`config.mk`:
```
export PLATFORM = sky130hd
export DESIGN_NAME = wb_regfile
export DESIGN_NICKNAME = d
export VERILOG_FILES = /design/src/rtl/wb_regfile.sv
export SDC_FILE = /design/constraint.sdc
export NUM_CORES = 2
export LEC_CHECK = 0
export ABC_AREA = 0
export CAP_MARGIN = 0
export CORE_ASPECT_RATIO = 1.2
export CORE_MARGIN = 5
export CORE_UTILIZATION = 50
export CTS_CLUSTER_SIZE = 25
export DETAILED_ROUTE_END_ITERATION = 6
export PLACE_DENSITY = 0.67
export REMOVE_ABC_BUFFERS = 1
export SLEW_MARGIN = 20
export SYNTH_ARGS = -nofsm -noshare
export SYNTH_HDL_FRONTEND = slang
export SYNTH_SLANG_ARGS = --single-unit
```
`constraint.sdc`:
```
create_clock -name clk -period 3.5 [get_ports clk]
set_clock_uncertainty 0.05 [all_clocks]
set_input_delay 0.7 -clock clk [delete_from_list [all_inputs] [get_ports clk]]
set_output_delay 0.7 -clock clk [all_outputs]
set_load 0.01 [all_outputs]
```
`src/rtl/wb_regfile.sv`:
```
// wb_regfile: EX/MEM and MEM/WB result pipeline committing to a 32x32 register file with forwarded reads
//   clk, rst                       : clock, synchronous active-high reset
//   stall, flush                   : hold EX/MEM (bubble into MEM/WB) / bubble into EX/MEM
//   ex_wd_i, ex_wreg_i, ex_wdata_i : EX stage result
//   re*_i, raddr*_i, rdata*_o      : two combinational read ports with full forwarding
//   mem_*_o, wb_*_o                : EX/MEM and MEM/WB register contents
//   wb_count_o                     : committed-write counter
module wb_regfile (
  input  logic        clk,
  input  logic        rst,
  input  logic        stall,
  input  logic        flush,
  input  logic [4:0]  ex_wd_i,
  input  logic        ex_wreg_i,
  input  logic [31:0] ex_wdata_i,
  input  logic        re1_i,
  input  logic [4:0]  raddr1_i,
  input  logic        re2_i,
  input  logic [4:0]  raddr2_i,
  output logic [31:0] rdata1_o,
  output logic [31:0] rdata2_o,
  output logic [4:0]  mem_wd_o,
  output logic        mem_wreg_o,
  output logic [31:0] mem_wdata_o,
  output logic [4:0]  wb_wd_o,
  output logic        wb_wreg_o,
  output logic [31:0] wb_wdata_o,
  output logic [31:0] wb_count_o
);
  logic [31:0] regs [32];
  always_ff @(posedge clk) begin
    if (rst) begin
      mem_wd_o    <= '0;
      mem_wreg_o  <= 1'b0;
      mem_wdata_o <= '0;
      wb_wd_o     <= '0;
      wb_wreg_o   <= 1'b0;
      wb_wdata_o  <= '0;
      wb_count_o  <= '0;
      for (int i = 0; i < 32; i++) regs[i] <= '0;
    end else begin
      if (flush) begin
        mem_wd_o    <= '0;
        mem_wreg_o  <= 1'b0;
        mem_wdata_o <= '0;
        wb_wd_o     <= mem_wd_o;
        wb_wreg_o   <= mem_wreg_o;
        wb_wdata_o  <= mem_wdata_o;
      end else if (stall) begin
        wb_wd_o     <= '0;
        wb_wreg_o   <= 1'b0;
        wb_wdata_o  <= '0;
      end else begin
        mem_wd_o    <= ex_wd_i;
        mem_wreg_o  <= ex_wreg_i;
        mem_wdata_o <= ex_wdata_i;
        wb_wd_o     <= mem_wd_o;
        wb_wreg_o   <= mem_wreg_o;
        wb_wdata_o  <= mem_wdata_o;
      end
      // commit uses the pre-edge MEM/WB entry regardless of stall/flush
      if (wb_wreg_o && wb_wd_o != 5'd0) begin
        regs[wb_wd_o] <= wb_wdata_o;
        wb_count_o    <= wb_count_o + 32'd1;
      end
    end
  end
  // youngest producer wins: EX, then EX/MEM, then MEM/WB, then the array
  always_comb begin
    rdata1_o = (rst || !re1_i || raddr1_i == 5'd0) ? 32'd0 :
               (ex_wreg_i && ex_wd_i == raddr1_i) ? ex_wdata_i :
               (mem_wreg_o && mem_wd_o == raddr1_i) ? mem_wdata_o :
               (wb_wreg_o && wb_wd_o == raddr1_i) ? wb_wdata_o : regs[raddr1_i];
    rdata2_o = (rst || !re2_i || raddr2_i == 5'd0) ? 32'd0 :
               (ex_wreg_i && ex_wd_i == raddr2_i) ? ex_wdata_i :
               (mem_wreg_o && mem_wd_o == raddr2_i) ? mem_wdata_o :
               (wb_wreg_o && wb_wd_o == raddr2_i) ? wb_wdata_o : regs[raddr2_i];
  end
endmodule
```
Word-level counts from Yosys, hierarchy flattened
Memories as Yosys holds them, arrays and structs flattened.
Index checks and enable logic that the tools add are counted.
Widths: inputs -> output; s select.
{"block": "totals", "regBits": 108, "ramBits": 1024, "in_bits": 54, "output_inout_bits": 172, "elab_cells": 55, "n_memories": 1}
{"block": "op_classes", "addsub": 1, "n_eq_ne": 6, "muxes": 22, "reduce_logical": 18}
{"memory": "regs", "depth": 32, "word_bits": 32, "rd": 2, "rd_clocked_by_memory_dff": 0, "wr": 32, "line": "30", "text": "logic [31:0] regs [32];"}
{"op": "$mux 32", "n": 11}
{"op": "$add 32x1->32 const B", "n": 1}
{"op": "$reduce_or 32->1", "n": 1}
{"op": "$eq 5x5->1", "n": 6}
{"op": "$mux 5", "n": 3}
{"op": "$logic_not 5->1", "n": 2}
{"op": "$mux 1", "n": 8}
{"op": "$logic_and 1x1->1", "n": 7}
{"op": "$reduce_bool 5->1", "n": 1}
{"op": "$logic_or 1x1->1", "n": 4}
{"op": "$logic_not 1->1", "n": 2}
{"op": "$reduce_or 2->1", "n": 1}

Depth between registers and ports, before layout
{"block": "depth", "word_depth": 7, "depth_mapped": 10, "depth_no_buf": 5}

Worst setup path after synthesis
OpenSTA, ideal clock, no wires.
{"block": "synth_path", "kind": "input to output", "from": "input port raddr1_i[0]", "to": "output port rdata1_o[28]", "arrival_time_ns": 2.384, "required_time_ns": 2.750, "slack_ns": 0.366, "stages": 8, "path_buffers": 3, "path_cell_list": "buf_6 > buf_6 > buf_2 > mux4_2 > mux2i_1 > o22ai_1 > nor4_1 > o22ai_1"}
{"block": "synth_via", "elab_chain_len": 6, "elab_cells_between_ends": 13, "classes_between": "eq/ne (3); mux (4); reduce/logical (5); memory (1)"}
{"item": "from (decl)", "line": "17", "text": "input logic [4:0] raddr1_i,"}
{"item": "branches (longest 5 deep; another with $mem_v2 32x32)"}
{"item": "$mux 32 (*)", "line": "70", "text": "rdata1_o = (rst || !re1_i || raddr1_i == 5'd0) ? 32'd0 :"}
{"item": "to (decl)", "line": "20", "text": "output logic [31:0] rdata1_o,"}
Mark *: on every way between the ends.

Final worst setup path
{"block": "layout_path", "from": "input port raddr2_i[2]", "to": "output port rdata2_o[6]"}
{"block": "layout_via", "elab_chain_len": 6, "elab_cells_between_ends": 13, "classes_between": "eq/ne (3); mux (4); reduce/logical (5); memory (1)"}
{"item": "from (decl)", "line": "19", "text": "input logic [4:0] raddr2_i,"}
{"item": "branches (longest 5 deep; another with $mem_v2 32x32)"}
{"item": "$mux 32 (*)", "line": "74", "text": "rdata2_o = (rst || !re2_i || raddr2_i == 5'd0) ? 32'd0 :"}
{"item": "to (decl)", "line": "21", "text": "output logic [31:0] rdata2_o,"}
Marks and branches as above.

==> flow_summary.yaml <==
yosys:
  yosys_warnings: 0
  ys_seq_elements: 1132
  syn_inst: 4521
  yosysSeqAreaShare: 0.543
  netlist_area_mm2: 0.0607
  synth_area_leader_cell: "edfxtp_1"
  syn_avg_cell_area_um2: 13.4
  ys_top_cells_by_area: "edfxtp_1, mux4_2, and2_1"
  async_reset_ff_frac: 0
  synth_cell_type_count: 76
  synth_top_area_frac: 0.507
  synth_flop_cell: "edfxtp_1"
  synth_edf_count: 1024
grt:
  grt_pass1_vias: 44900
  grt_pass1_wl_mm: 324
  track_usage: 0.354
  antenna_found_initial: 6
  grt_overflow: 0
  grt_start_max_net_pins: 83
cts:
  cts_buffers: 114
  cts.clk_slew.worst_paths_ns: 0.06
  cts.path.max_buffers: 3
  clock_latency_ns: 0.76
  clock_sinks: 1132
  htreeDepth: 3
  cts_tree: "done"
  clockRootBuffer: "clkbuf_16"
drt:
  drtIter0Drc: 6155
  drc: 0
  via_count: 45300
  avgViaCountPerCell: 6.61
  wl_per_cell_um: 34.0
  ant_nets: 0
  first_pass_iters: 6
  routed_wirelength_mm: 233
layout:
  mostFrequentLayoutCells: "edfxtp_1, and2_1, buf_4"
  final_util: 0.630
  finalNetCount: 5171
  n_fill_cell: 9015
  finalNonFillerCells: 6851
  area_growth_pct: 25.8
  final_area_mm2: 0.0763
  drive_above_1_share: 0.344
  mostFrequentLayoutCell: "edfxtp_1"
placed_design:
  dp_hpwl_mm: 155
  port_buffers: 225
  place_area_mm2: 0.0690
  finalWeightedCongestion: 1.01
  dp_cells: 6510
floorplanning:
  rows: 140
  fp.dieW_um: 328
  core_area_mm2: 0.121
  ioPinCount: 226
  die_area_mm2: 0.128
  fp.dieH_um: 392
  initial_utilization: 0.501
sta:
  setup_viol: 46
  fin_crit_ns: 3.68
  tightest_slew_ns: 0.950
  timing.final.ws_setup_ns: -0.180
  hold_slack_ns: 0.452
  final.setup.tns_ns: -3.24
  finalCritPeriodShare: 1.05
  finalHoldViolations: 0
  rsz0062_at_grt: "true"
  slew_headroom: 0.367
  max_freq_ghz: 0.272
  drv_slew: 0
critical_path:
  crit_arrival_ns: 2.93
  reg2reg_slack_ns: 0.48
  cp-end-kind: "primary output"
  start_kind: "primary input"
  worst_ep_required_time_ns: 2.75
  crit_type: "in2out"
  cp_max_fo: 16
  r2r_end: "regs[24][29]"
  r2r_cells: 8
  timing.rr.start: "wb_wd_o[2]"
worst_hold_path:
  min_path_type: "reg2reg"
  hold_depth: 2
  whs_endpoint: "wb_count_o[30]"
  worstHoldStart: "wb_count_o[30]"
outcome:
  failed_checks: "setup timing"
  outcome: "complete, but fails checks"
pwr:
  ir_worst_vdd_mv: 0.425
  pwr_density_cell_mw_per_mm2: 427
  p_leak_nw: 27.5
flow_run:
  cap_violations: 0
kinds of logic after synthesis:
| logic type | Yosys count | synth area share |
|---|---|---|
| simple gates | 1487 | 0.139 |
| mux | 715 | 0.200 |
| xor+xnor | 55 | 0.00807 |
| flops | 1132 | 0.543 |
| buf+inv | 584 | 0.0451 |
| compound gates | 546 | 0.0649 |
| other cells | 1 | 0.0000618 |
| fa+ha+maj | 1 | 0.000206 |
final cells by class:
class | count | area [µm²] | area share
tap | 1633 | 2040 | 0.0268
clock inverter | 57 | 654 | 0.00858
timing repair buffer | 969 | 10500 | 0.137
sequential | 1132 | 32900 | 0.432
clock buffer | 159 | 3130 | 0.0411
antenna | 2 | 5.00 | 0.0000656
inverter | 63 | 236 | 0.00310
multi-input combinational | 2836 | 26800 | 0.351
power breakdown:
part / switching [W] / leakage (nW) / total, W / internal [W]
clock network: 0.00544 / 1.83 / 0.0126 / 0.00720
logic: 0.00247 / 14.2 / 0.00455 / 0.00209
registers: 0.000257 / 11.5 / 0.0154 / 0.0151
total: 0.00817 / 27.5 / 0.0326 / 0.0244
sequential cells by signal (all words and copies together) (netlist names):
name         count
wb_wreg_o        1
wb_count_o      32
regs          1024
mem_wd_o         5
mem_wdata_o     32
wb_wdata_o      32
wb_wd_o          5
mem_wreg_o       1
worst max-delay path, cell delays in order:
cell	delay, ns
buf_12	0.18
buf_12	0.22
buf_4	0.20
mux4_2	0.24
o22ai_1	0.09
or4_1	0.66
a221oi_2	0.31
clkdlybuf4s15_2	0.27
per-stage QoR:
step                      setup WS, ns  power (W)
after floorplan                  -1.49     0.0172
after global placement          -0.980     0.0195
after detailed placement        -0.969     0.0196
after CTS                       -0.153     0.0324
after global routing            -0.215     0.0333
final                           -0.180     0.0326
how the worst max path moves through the flow:
stage | endpoint | from | slack, ns | depth (start not counted)
final | rdata2_o[6] | raddr2_i[2] | -0.18 | 8
after global routing | rdata2_o[6] | mem_wd_o[2] | -0.21 | 9
after CTS | rdata2_o[12] | mem_wd_o[2] | -0.15 | 9
after detailed placement | rdata2_o[12] | raddr2_i[3] | -0.97 | 11
after global placement | rdata2_o[25] | raddr2_i[3] | -0.98 | 11
after floorplan | regs[11][0] | rst | -1.49 | 4
routing by layer:
layer	part of all wire	up-vias	global-route usage
met3	0.099	755	0.0684
met1	0.34	22700	0.433
met5	0.00062	-	0
li1	-	18700	-
met4	0.11	6	0.302
met2	0.45	3060	0.542
cell usage after synthesis (14+ instances only):
cell / instances
o2111ai_1: 14
a211oi_1: 22
o31ai_1: 16
mux2_2: 147
buf_2: 98
nor2_1: 114
dfxtp_1: 108
or2_2: 38
clkbuf_1: 316
nand2_1: 24
o22ai_1: 234
o221ai_1: 53
a22o_1: 22
nor4_1: 27
buf_4: 27
buf_1: 46
nor3_1: 496
inv_1: 62
o21ai_0: 47
or4_1: 20
edfxtp_1: 1024
mux4_2: 374
buf_6: 23
xor2_1: 19
nor2b_1: 49
or3_1: 19
mux2i_1: 187
and2_1: 632
xnor2_1: 35
a31oi_1: 21
a221oi_2: 24
a21oi_1: 50
repair_timing:
action,4_1_cts,5_1_grt
resized for setup,556,131
gates cloned,23,5
setup buffers,73,47
endpoints found under the setup margin,64,63
hold buffers,0,0
pin swaps,81,61
Note: power is estimated with default switching activity, not from simulation.
